--- config.mk ---
export PLATFORM = sky130hd
export DESIGN_NAME = qmac_seq
export DESIGN_NICKNAME = d
export VERILOG_FILES = /design/src/rtl/qmac_seq.sv
export SDC_FILE = /design/constraint.sdc
export NUM_CORES = 1
export LEC_CHECK = 0
export CORE_ASPECT_RATIO = 0.5
export CORE_MARGIN = 2
export CORE_UTILIZATION = 45
export CTS_BUF_LIST = sky130_fd_sc_hd__clkbuf_4
export DETAILED_ROUTE_END_ITERATION = 8
export PLACE_DENSITY = 0.63
export SYNTH_ARGS = -nofsm -noshare
export SYNTH_HDL_FRONTEND = slang
export SYNTH_SLANG_ARGS = --single-unit
--- constraint.sdc ---
create_clock -name clk -period 9.3 [get_ports clk]
set_input_delay 1.86 -clock clk [delete_from_list [all_inputs] [get_ports clk]]
set_output_delay 1.86 -clock clk [all_outputs]
set_load 0.02 [all_outputs]
--- src/rtl/qmac_seq.sv ---
// qmac_seq: pipelined signed Q-format multiply-accumulate with round, saturate and valid/ready output
module qmac_seq #(
    parameter int N = 16,
    parameter int Q = 8,
    parameter int G = 8
) (
    input  logic                clk,
    input  logic                rst,
    input  logic                in_valid,
    output logic                in_ready,
    input  logic signed [N-1:0] in_a,
    input  logic signed [N-1:0] in_b,
    input  logic                in_last,
    output logic                out_valid,
    input  logic                out_ready,
    output logic        [N-1:0] out_y,
    output logic                out_overflow
);
    localparam int AW = 2*N+G;
    localparam logic signed [AW-1:0] ACC_MAX = {1'b0, {(AW-1){1'b1}}};
    localparam logic signed [AW-1:0] ACC_MIN = {1'b1, {(AW-1){1'b0}}};
    localparam logic signed [AW:0] Y_MAX = {{(AW-N+2){1'b0}}, {(N-1){1'b1}}};
    localparam logic signed [AW:0] Y_MIN = {{(AW-N+2){1'b1}}, {(N-1){1'b0}}};
    localparam logic signed [AW:0] HALF = (AW+1)'(1) <<< (Q-1);
    logic signed [2*N-1:0] prod_q, prod_d;
    logic signed [AW-1:0] acc_q, acc_d;
    logic [N-1:0] y_q, y_d;
    logic v_s1_q, v_s1_d, last_s1_q, last_s1_d, last_s2_q, last_s2_d;
    logic sticky_q, sticky_d, out_valid_q, out_valid_d, ovf_q, ovf_d;
    logic signed [AW:0] sum, rnd, r;
    logic accept, acc_ovf, r_hi, r_lo;
    assign in_ready     = !(last_s1_q || last_s2_q || (out_valid_q && !out_ready));
    assign out_valid    = out_valid_q;
    assign out_y        = y_q;
    assign out_overflow = ovf_q;
    always_comb begin
        accept      = in_valid && in_ready;
        prod_d      = accept ? in_a * in_b : prod_q;
        v_s1_d      = accept;
        last_s1_d   = accept && in_last;
        last_s2_d   = last_s1_q;
        // one extra bit exposes accumulator overflow as a sign disagreement
        sum         = (AW+1)'(acc_q) + (AW+1)'(prod_q);
        acc_ovf     = sum[AW] != sum[AW-1];
        acc_d       = last_s2_q ? '0 :
                      !v_s1_q   ? acc_q :
                      acc_ovf   ? (sum[AW] ? ACC_MIN : ACC_MAX) : sum[AW-1:0];
        sticky_d    = last_s2_q ? 1'b0 : sticky_q || (v_s1_q && acc_ovf);
        rnd         = (AW+1)'(acc_q) + HALF;
        r           = rnd >>> Q;
        r_hi        = r > Y_MAX;
        r_lo        = r < Y_MIN;
        y_d         = !last_s2_q ? y_q :
                      r_hi ? Y_MAX[N-1:0] : r_lo ? Y_MIN[N-1:0] : r[N-1:0];
        ovf_d       = last_s2_q ? (sticky_q || r_hi || r_lo) : ovf_q;
        out_valid_d = last_s2_q || (out_valid_q && !out_ready);
    end
    always_ff @(posedge clk) begin
        if (rst) begin
            prod_q      <= '0;
            acc_q       <= '0;
            y_q         <= '0;
            v_s1_q      <= 1'b0;
            last_s1_q   <= 1'b0;
            last_s2_q   <= 1'b0;
            sticky_q    <= 1'b0;
            out_valid_q <= 1'b0;
            ovf_q       <= 1'b0;
        end else begin
            prod_q      <= prod_d;
            acc_q       <= acc_d;
            y_q         <= y_d;
            v_s1_q      <= v_s1_d;
            last_s1_q   <= last_s1_d;
            last_s2_q   <= last_s2_d;
            sticky_q    <= sticky_d;
            out_valid_q <= out_valid_d;
            ovf_q       <= ovf_d;
        end
    end
endmodule

# Yosys cells after proc, flatten, opt, wreduce, memory -nomap -nowiden
# Index checks and enable logic that the tools add are counted.
[classes]
n_mux = 4
add_sub_neg = 2
multipliers = 1
n_eq_ne = 1
order_cmp = 2
n_reduce_logical = 13
[op_table]
columns = ["operator", "count"]
rows = [
  ["40-bit 2-to-1 mux", 2],
  ["40-bit by 32-bit adder with 41-bit output", 1],
  ["40-bit by 9-bit adder with 41-bit output, second input constant", 1],
  ["33-bit by 16-bit > comparator with 1-bit output, second input constant", 1],
  ["33-bit by 16-bit less-than comparator with 1-bit output, second input constant", 1],
  ["16-bit by 16-bit multiplier with 32-bit output", 1],
  ["16-bit 2-to-1 mux", 2],
  ["1-bit logical OR", 6],
  ["1-bit logical AND", 4],
  ["1-bit logical NOT", 2],
  ["2-bit OR reduction", 1],
  ["1-bit inequality test", 1],
]
[word_totals]
in_bits = 37
register_bits = 94

# Logic depth before layout (Yosys ltp)
# Gate-level depths: netlist (run 1).
[logic_depth]
depth_word = 6
mapped_depth = 25
mapped_depth_nobuf = 24

# Worst setup path before layout (run 1)
# Ideal clock, no wire load.
[synth_timing]
path_type = "input-to-reg"
startpoint = "in in_a[15]"
endpoint = "reg prod_q[30]"
n_path_buf = 1
path_stages = 20
slack_ps = 1577
arrival_ps = 7606
setup_ps = 117
path_cell_list = "clkbuf_1 and2_1 fa_1 fa_1 fa_1 fa_1 fa_1 inv_1 fa_1 inv_1 ha_1 a21o_1 a21o_1 a21o_1 a21o_1 a21o_1 a41oi_2 a21oi_1 xor2_1 a22o_1"
[synth_between]
elab_chain_cells = 1
[synth_rtl]
columns = ["item", "line", "rtl"]
rows = [
  ["from (decl)", "11", "input logic signed [N-1:0] in_a,"],
  ["16-bit by 16-bit multiplier with 32-bit output", "38", "prod_d = accept ? in_a * in_b : prod_q;"],
  ["to (signal assigned)", "70", "prod_q <= prod_d;"],
  ["to (decl)", "25", "logic signed [2*N-1:0] prod_q, prod_d;"],
]
# Every way passes these cells.
# A chain may end at the register's enable or synchronous reset.

# Final worst setup path (run 1)
[layout_timing]
startpoint = "in in_b[6]"
endpoint = "reg prod_q[29]"
[layout_between]
elab_chain_cells = 1
[layout_rtl]
columns = ["item", "line", "rtl"]
rows = [
  ["from (decl)", "12", "input logic signed [N-1:0] in_b,"],
  ["16-bit by 16-bit multiplier with 32-bit output", "38", ""],
]
# Every way passes these cells.

==> summary.md, run 1 <==
| Metric | Value |
|---|---|
| Status | complete, no violations |
| Post-cts sizing count | 0 |
| Die height | between 100 and 150 microns |
| Min-delay src | prod_q[23] |
| Synth area leaders | fa_1, dfxtp_1, ha_1 |
| CTS tree | done |
| Layout cells sized above 1 | roughly 4.6% |
| CTS Buffer Depth | 2 |
| Final wirelength | roughly 40000 microns |
| Cts hold-fix bufs | 0 |
| RSZ-0062 raised after global routing | no |
| Crit path kind | input pin to register |
| Vias in the first global route | 12.7k |
| Hold Vio Cnt, Final | 0 |
| CP Buf/Inv Count | 5 |
| Top FF cell, synth | dfxtp_1 |
| Clock Tree Root | clkbuf_4 |
| Core Footprint | 36000 sq um |
| Drt drc | 0 |
| Most numerous cell in the Yosys netlist | inv_1 |
| Top cell family by delay on the critical path | adder cells |
| Synth Area per Inst | 8.42 sq um |
| Post-CTS setup buffer count | 0 |
| Pre-antenna DRT Iters | 7 |
| Synthesized area | ~16000 sq um |
| Crit path launch type | input pin |
| Critical path fanouts, max | 16 |
| Post-synthesis sequential area ratio | ~11% |
| Critical Path Sink Type | register |
| TNS Setup | 0 ps |
| DIE AREA | between 30000 and 40000 sq um |
| CP dominant cell by count | fa_1 |
| Grt total ovfl | 0 |
| Syn nets | 2381 |
| CP arrival | slightly below 9000 ps |
| H-tree depth | 3 |
| CP Data Required Time | approximately 9600 ps |
| Rel. slew slack | between 30% and 40% |
| Largest net degree at the start of global routing | 54 |
| Worst Max-Slew Pin Slew | roughly 1000 ps |
| Fmax | ~0.12 GHz |
| Commonest cells in the netlist | inv_1, fa_1, nand2_1 |
| Vias | about 13k |
| Antenna-violating nets left | 0 |
| CTS clk-pin slew, worst paths | 130 ps |
| Nets | approximately 2.4k |
| Port-buffer cells | 55 |
| Period utilisation layout | around nine tenths |
| Gate count of the mapped netlist | approximately 2.0k |
| Max cap viols | 0 |
| Finish-stage setup viols | 0 |
| Sink Count | 94 |
| Synthesized flop and latch total | 94 |
| Final Max Tran Viols | 0 |
| Final Wtd Congestion | 0.911 |
| Worst r2r src | prod_q[31] |
| Cells along the critical path | clkdlybuf4s50_1, and2_1, fa_1, inv_1, fa_1, fa_1, inv_1, fa_1, fa_1, inv_1, fa_1, inv_1, ha_1, a21o_1, a2111oi_0, a2111oi_0, nor3_1, o21a_1, nor2_1, a2111oi_0, o41ai_1 |
| Rows | a little under 50 |
| Routed WL per cell | approximately 16 microns |
| # IOs | 56 |
| Die width | roughly 270 microns |
| Clk_lat worst skew | roughly 470 ps |
| Number of synthesized flops with an enable pin | 0 |
| Post-layout min period | approximately 8400 ps |
| Initial antenna violation count | 2 |
| Global-route usage over all layers | between 20 and 25% |
| Vias per cell | 5.18 |
| Initial DRC count | between 800 and 900 |
| Timing startpoint of the critical path | in_b[6] |
| Post-synth ARST share | 0% |
| Yosys synthesis warning count | 0 |
| Synth-to-Final Area Change | 7.07% |
| Crit path max-delay cell type | clkdlybuf4s50_1 |
| Largest area contributor in the netlist | fa_1 |
| TritonCTS Buffers | 9 |
| Worst hold path type | register to register |
| Max stage delay on crit path | roughly 730 ps |
| Global-route wire length before repair | approximately 67000 microns |
| HPWL Detailed | between 30000 and 40000 microns |
| Synth top area share | between 30% and 40% |
| Distinct cells, synth | 90 |
| Final Skew | ~14 ps |
| Initial core utilization | 45.8% |
-- flip-flops by register name, indices dropped and copies added, names as in the netlist --
| register | count |
|---|---|
| acc_q | 40 |
| last_s1_q | 1 |
| last_s2_q | 1 |
| out_overflow | 1 |
| out_valid | 1 |
| out_y | 16 |
| prod_q | 32 |
| sticky_q | 1 |
| v_s1_q | 1 |
-- final timing paths --
kind	to	slack, ps	cells after the start
max	prod_q[29]	890	21
min	prod_q[23]	470	2
max reg2reg	acc_q[34]	5810	11
min reg2reg	prod_q[23]	470	2
-- per-layer routing --
metal  wire, microns  global-route usage [%]
met5               0                       0
met4             476                    4.32
met3            2130                    2.64
met2           16800                    32.2
met1           20800                    34.1
-- worst min-delay path: cells and delay by family (launching register included) --
family | cells | cell delay (ps)
simple gates | 1 | 50
compound gates | 1 | 50
flops | 1 | 340
-- cells by family after synthesis --
family / share of synthesized area, %
AOI/OAI and AO/OA: 13.6
muxes: 0.379
adders and majority gates: 41.4
xor gates and xnor gates: 4.73
and+or+nand+nor: 18.4
DFF: 11.4
buffers and inverters: 10.1
-- layout make-up --
type	instances	area, sq um
diodes	1	2.50
clock buffers	10	75.1
clock inverters	6	62.6
fillers	3497	18300
inverters	348	1310
multi-input cells	1439	12900
flip-flops and latches	94	1880
well taps	484	606
repair buffers	86	778
-- cells in the final DEF, fill, tap and decap left out, types with 5 or more instances in the layout --
master           synthesis  layout
a2111oi_0                5       5
a211oi_1                20      20
a211oi_2                11      11
a21o_1                  30      30
a21oi_1                113     113
a31oi_1                  9       9
and2_1                 128     128
and3_1                  10      10
and4_1                   7       7
buf_4                    1      31
clkbuf_4                 0      10
clkdlybuf4s50_1          0      54
dfxtp_1                 94      94
fa_1                   263     263
ha_1                   123     123
inv_1                  348     348
nand2_1                242     242
nand2b_1                13      13
nand3_1                 25      25
nand3b_1                 5       5
nand4_1                 12      12
nor2_1                 123     123
nor2b_1                  6       6
nor3_1                  17      17
nor4_1                   5       5
o211ai_1                 5       5
o21a_1                   8       8
o21ai_0                 65      65
o21bai_1                10      10
xnor2_1                 58      58
xor2_1                  31      31
-- per-stage QoR --
step | utilization [%] | setup WS, ps | cell area [sq um] | std cells | hold slack (ps)
finish | 49.1 | 890 | 17700 | 2468 | 469
global route | 49.1 | 588 | 17700 | 2468 | 488
CTS | 49.1 | 913 | 17700 | 2467 | 473
detailed placement | 48.7 | 379 | 17500 | 2451 | 453
global placement | 48.7 | 490 | 17500 | 2451 | 449
floorplan | - | 1580 | 16500 | 1958 | 436
Power of run 1 is left out: the tool's default activity adds up to more than one toggle a clock period on the data nets, which glitch-free logic cannot reach.
==> run 2, diff against run 1 <==
CAP_MARGIN = 20   (was unset)
CORE_ASPECT_RATIO = unset   (was 0.5)
==> run 2 against run 1 <==
  * Non-clock buffer count rose by 1
  * Routed wire length decreased by 2.8%
  * Critical path type unchanged
  * Critical path depth is 1 higher
==> summary.md, run 2 (synthesis results as in run 1) <==
| Metric | Value |
|---|---|
| Status | complete, no violations (unchanged) |
| Critical path fanouts, max | 16 (unchanged) |
| # IOs | 56 (unchanged) |
| TNS Setup | 0 ps (unchanged) |
| Vias per cell | 5.24 (was 5.18) |
| Global-route wire length before repair | 67700 microns (was 67400 microns) |
| Rel. slew slack | 32.5% (was 31.3%) |
| Antenna-violating nets left | 0 (unchanged) |
| Drt drc | 0 (unchanged) |
| Top cell family by delay on the critical path | adder cells (unchanged) |
| Finish-stage setup viols | 0 (unchanged) |
| Die width | 195 microns (was 275 microns) |
| Sink Count | 94 (unchanged) |
| H-tree depth | 3 (unchanged) |
| Global-route usage over all layers | 21.6% (was 21.8%) |
| Routed WL per cell | 15.9 microns (was 16.3 microns) |
| FILL cells | 3515 (was 3497) |
| HPWL Detailed | 32600 microns (was 32900 microns) |
| Worst Max-Slew Pin Slew | 1010 ps (was 1030 ps) |
| Cts hold-fix bufs | 0 (unchanged) |
| Initial DRC count | 749 (was 812) |
| CTS tree | done (unchanged) |
| DIE AREA | 38200 sq um (was 38300 sq um) |
| Crit path kind | input pin to register (unchanged) |
| Final Wtd Congestion | 0.899 (was 0.911) |
| Synth-to-Final Area Change | 7.10% (was 7.07%) |
| Largest net degree at the start of global routing | 54 (unchanged) |
| Pre-antenna DRT Iters | 5 (was 7) |
| Fmax | 0.115 GHz (was 0.119 GHz) |
| Vias in the first global route | 13.6k (was 12.7k) |
| Most frequent cells in the layout | inv_1, fa_1, nand2_1, and2_1 (unchanged) |
| Grt total ovfl | 0 (unchanged) |
| Hold Vio Cnt, Final | 0 (unchanged) |
| Commonest non-fill, non-tap cell in the layout | inv_1 (unchanged) |
| Final Skew | 28.7 ps (was 13.8 ps) |
| Post-CTS setup buffer count | 0 (unchanged) |
| Critical Path Sink Type | register (unchanged) |
| Largest Register | acc_q (unchanged) |
| Rows | 70 (was 49) |
| CTS clk-pin slew, worst paths | 140 ps (was 130 ps) |
| Core Footprint | 36300 sq um (was 36000 sq um) |
| Period utilisation layout | 93.1% (was 90.4%) |
| Initial antenna violation count | 1 (was 2) |
| TritonCTS Buffers | 9 (unchanged) |
| Max stage delay on crit path | 940 ps (was 730 ps) |
| Layout Utilization | 48.6% (was 49.1%) |
| Post-Layout Cell Count | 2452 (was 2468) |
| Placed instance count | 2436 (was 2451) |
| Post-layout min period | 8660 ps (was 8410 ps) |
| Final wirelength | 39000 microns (was 40200 microns) |
| Clock Tree Root | clkbuf_4 (unchanged) |
| Flop-to-flop setup slack | 5410 ps (was 5810 ps) |
| CP Buf/Inv Count | 6 (was 5) |
| Post-cts sizing count | 0 (unchanged) |
| CP Data Required Time | 9620 ps (was 9630 ps) |
| RSZ-0062 raised after global routing | no (unchanged) |
| Initial core utilization | 45.4% (was 45.8%) |
| Nets | 2402 (was 2401) |
| Vias | 12.8k (about the same) |
| Worst hold path type | register to register (unchanged) |
| Max reg flops | 40 (unchanged) |
| CTS Buffer Depth | 2 (unchanged) |
| Layout cells sized above 1 | 4.69% (was 4.59%) |
| Crit path launch type | input pin (unchanged) |
| Die height | 195 microns (was 139 microns) |
| Final Max Tran Viols | 0 (unchanged) |
| Clk_lat worst skew | 470 ps (about the same) |
| CP arrival | 8980 ps (was 8740 ps) |
| Port-buffer cells | 55 (unchanged) |
| Max cap viols | 0 (unchanged) |
| Final hold slack | 471 ps (was 469 ps) |
| Crit path max-delay cell type | clkdlybuf4s50_1 (unchanged) |
| Cells along the critical path | clkdlybuf4s50_1, nand2_1, fa_1, inv_1, ha_1, inv_1, fa_1, inv_1, fa_1, fa_1, inv_1, fa_1, inv_1, ha_1, a21o_1, a2111oi_0, a2111oi_0, nor3_1, o21a_1, nor2_1, a2111oi_0, o41ai_1 (was clkdlybuf4s50_1, and2_1, fa_1, inv_1, fa_1, fa_1, inv_1, fa_1, fa_1, inv_1, fa_1, inv_1, ha_1, a21o_1, a2111oi_0, a2111oi_0, nor3_1, o21a_1, nor2_1, a2111oi_0, o41ai_1) |
==> run 2: changes by cell type in the layout (fill, tap and decap cells not counted) <==
| cell | delta |
|---|---|
| buf_4 | +1 |
| bufinv_16 | +1 |
| clkbuf_4 | +1 |
| clkinv_1 | -2 |
| clkinv_2 | +1 |
| clkinv_4 | -2 |
==> run 2: layout make-up <==
class	count	area [sq um]	share of cell area [%]
Clock buffer	11	82.6	0.467
Inverter	348	1310	7.39
Sequential cell	94	1880	10.7
Tap cell	468	586	3.31
Multi-Input combinational cell	1439	12900	73.3
Antenna cell	1	2.50	0.0142
Timing Repair Buffer	87	786	4.45
Clock inverter	4	72.6	0.411
==> run 2: layer usage <==
metal | vias to the layer above | wire (microns) | global-route usage [%]
met2 | 258 | 18600 | 37.6
met5 | - | 0 | 0
li1 | 6271 | - | -
met1 | 6282 | 18300 | 29.2
met3 | 38 | 1540 | 1.74
met4 | 0 | 605 | 5.00
==> run 2: worst register-to-register path, cell delays in order, from the launching register on <==
cell and delay, ps:
dfxtp_1 360, ha_1 200, inv_1 70, fa_1 410, nor2b_1 190, o31ai_1 140, a21oi_1 430, a21oi_1 240
a211oi_2 340, o32ai_4 170, nand2_1 450, buf_4 350, nand3_2 200, o21ai_0 250
==> run 2: metrics by stage <==
stage	instance area (sq um)	setup WS (ps)
after floorplan	16500	1580
after global placement	17500	379
after detailed placement	17500	241
after CTS	17700	726
after global routing	17700	265
final	17700	641
==> run 2: path summary, 6_finish.rpt <==
| check | startpoint | endpoint | depth (start not counted) |
|---|---|---|---|
| worst min register to register | last_s1_q | last_s2_q | 1 |
| worst max-delay path | in_a[2] | prod_q[29] | 22 |
| worst min-delay path | last_s1_q | last_s2_q | 1 |
| worst max register to register | prod_q[0] | acc_q[36] | 13 |
Power of run 2 is left out for the same reason.
==> run 3, diff against run 2 <==
CORE_UTILIZATION = 65   (was 45)
PLACE_DENSITY = 0.85   (was 0.63)
TNS_END_PERCENT = 100   (was unset)
==> run 3 against run 2 <==
  * Global-route usage rose by 8.9 points
  * Routed wire length fell by 1.6%
  * Non-clock buffer count fell by 8
  * Clock-buffer cell count did not move
  * Utilization rose by 21 points
  * First-iteration DRC count rose by 14%
  * Critical path depth did not move
  * Register-to-register slack improved by 250 ps
  * Via count rose by 3.5%
  * Design area fell by 1.3%
  * Sequential cell count did not move
==> summary.md, run 3 (synthesis results as in run 1) <==
| Metric | Value |
|---|---|
| Status | complete, no violations (unchanged) |
| Post-Layout Cell Count | 2308 (was 2452) |
| Top cell family by delay on the critical path | adder cells (unchanged) |
| Global-route usage over all layers | 30.5% (was 21.6%) |
| RSZ-0062 raised after global routing | no (unchanged) |
| Die height | 163 microns (was 195 microns) |
| Largest Register | acc_q (unchanged) |
| Most frequent cells in the layout | inv_1, fa_1, nand2_1, and2_1 (unchanged) |
| Layout cells sized above 1 | 4.30% (was 4.69%) |
| Core Footprint | 25000 sq um (was 36300 sq um) |
| Rel. slew slack | 27.5% (was 32.5%) |
| Final wirelength | 38400 microns (was 39000 microns) |
| Pre-antenna DRT Iters | 7 (was 5) |
| HPWL Detailed | 32000 microns (was 32600 microns) |
| Clock Tree Root | clkbuf_4 (unchanged) |
| Final Skew | 21.7 ps (was 28.7 ps) |
| TNS Setup | 0 ps (unchanged) |
| Critical Path Sink Type | register (unchanged) |
| Post-cts sizing count | 0 (unchanged) |
| Period utilisation layout | 94.8% (was 93.1%) |
| Cts hold-fix bufs | 0 (unchanged) |
| Post-layout min period | 8810 ps (was 8660 ps) |
| Max cap viols | 0 (unchanged) |
| H-tree depth | 3 (unchanged) |
| Synth-to-Final Area Change | 5.71% (was 7.10%) |
| Die width | 163 microns (was 195 microns) |
| Antenna-violating nets left | 0 (unchanged) |
| Nets | 2394 (was 2402) |
| FILL cells | 1944 (was 3515) |
| DIE AREA | 26700 sq um (was 38200 sq um) |
| Drt drc | 0 (unchanged) |
| Final Wtd Congestion | 0.920 (was 0.899) |
| CP dominant cell by count | fa_1 |
| Clk_lat worst skew | 440 ps (was 470 ps) |
| Worst Max-Slew Pin Slew | 1090 ps (was 1010 ps) |
| Grt total ovfl | 0 (unchanged) |
| Largest net degree at the start of global routing | 54 (unchanged) |
| Global-route wire length before repair | 65800 microns (was 67700 microns) |
| Vias per cell | 5.76 (was 5.24) |
| Rows | 58 (was 70) |
| Crit path kind | input pin to register (unchanged) |
| Max reg flops | 40 (unchanged) |
| CTS clk-pin slew, worst paths | 140 ps (about the same) |
| Placed instance count | 2290 (was 2436) |
| Vias | 13.3k (was 12.8k) |
| CTS tree | done (unchanged) |
| Post-CTS setup buffer count | 0 (unchanged) |
| CP Data Required Time | 9600 ps (was 9620 ps) |
| CTS Buffer Depth | 2 (unchanged) |
| Worst hold path type | register to register (unchanged) |
| Initial DRC count | 855 (was 749) |
| CP arrival | 9120 ps (was 8980 ps) |
| Commonest non-fill, non-tap cell in the layout | inv_1 (unchanged) |
| Fmax | 0.113 GHz (was 0.115 GHz) |
| Vias in the first global route | 13.9k (was 13.6k) |
| Sink Count | 94 (unchanged) |
| Crit path max-delay cell type | clkdlybuf4s50_1 (unchanged) |
| Finish-stage setup viols | 0 (unchanged) |
| TritonCTS Buffers | 9 (unchanged) |
| Initial core utilization | 65.9% (was 45.4%) |
| Max stage delay on crit path | 870 ps (was 940 ps) |
| Port-buffer cells | 55 (unchanged) |
| Final hold slack | 468 ps (was 471 ps) |
| Crit path launch type | input pin (unchanged) |
| Cells along the critical path | clkdlybuf4s50_1, nand2_1, fa_1, inv_1, fa_1, inv_1, fa_1, inv_1, fa_1, fa_1, inv_1, fa_1, inv_1, ha_1, a21o_1, a2111oi_0, a2111oi_0, nor3_1, o21a_1, nor2_1, a2111oi_0, o41ai_1 (was clkdlybuf4s50_1, nand2_1, fa_1, inv_1, ha_1, inv_1, fa_1, inv_1, fa_1, fa_1, inv_1, fa_1, inv_1, ha_1, a21o_1, a2111oi_0, a2111oi_0, nor3_1, o21a_1, nor2_1, a2111oi_0, o41ai_1) |
| Critical path fanouts, max | 16 (unchanged) |
| Hold Vio Cnt, Final | 0 (unchanged) |
| CP Buf/Inv Count | 6 (unchanged) |
| Routed WL per cell | 16.6 microns (was 15.9 microns) |
| # IOs | 56 (unchanged) |
| Final Max Tran Viols | 0 (unchanged) |
| Initial antenna violation count | 2 (was 1) |
==> run 3: cell types whose count changed in the layout (fill, tap and decap cells not counted) <==
cell	before	now
buf_4	32	24
clkinv_1	0	1
clkinv_2	1	2
clkinvlp_4	1	0
diode_2	1	2
==> run 3: layout make-up <==
| type | count | area, sq um | share of cell area (%) |
|---|---|---|---|
| flip-flops and latches | 94 | 1880 | 10.8 |
| clock inverters | 5 | 73.8 | 0.423 |
| multi-input cells | 1439 | 12900 | 74.3 |
| diodes | 2 | 5.00 | 0.0287 |
| well taps | 330 | 413 | 2.37 |
| clock buffers | 11 | 82.6 | 0.474 |
| repair buffers | 79 | 726 | 4.16 |
| inverters | 348 | 1310 | 7.49 |
==> run 3: final timing paths <==
kind | end | from | slack (ps) | depth (start not counted)
min reg2reg | prod_q[12] | prod_q[12] | 470 | 2
max | prod_q[29] | in_a[7] | 490 | 22
min | prod_q[12] | prod_q[12] | 470 | 2
max reg2reg | acc_q[34] | prod_q[31] | 5660 | 11
==> run 3: worst register-to-register path: cells and delay by family (launching register included) <==
| kind | cells | cell delay [ps] |
|---|---|---|
| AOI/OAI and AO/OA | 7 | 1720 |
| DFF | 1 | 690 |
| adders and majority gates | 1 | 440 |
| and+or+nand+nor | 2 | 410 |
| buffers and inverters | 1 | 310 |
==> run 3: routing by layer <==
layer | routed length (microns) | share of wire, % | track usage (%) | up-vias
li1 | - | - | - | 6274
met1 | 16300 | 42 | 39.3 | 6508
met2 | 19200 | 50 | 54.0 | 444
met3 | 2250 | 5.9 | 4.22 | 69
met4 | 695 | 1.8 | 8.00 | 0
met5 | 0 | 0 | 0 | -
==> run 3: stage by stage <==
stage	instance area [sq um]	utilization (%)	setup WS, ps
after floorplan	16500	-	1580
after global placement	17300	69.0	418
after detailed placement	17300	69.0	295
after CTS	17400	69.6	782
after global routing	17400	69.6	419
final	17400	69.6	486
Power of run 3 is left out for the same reason.
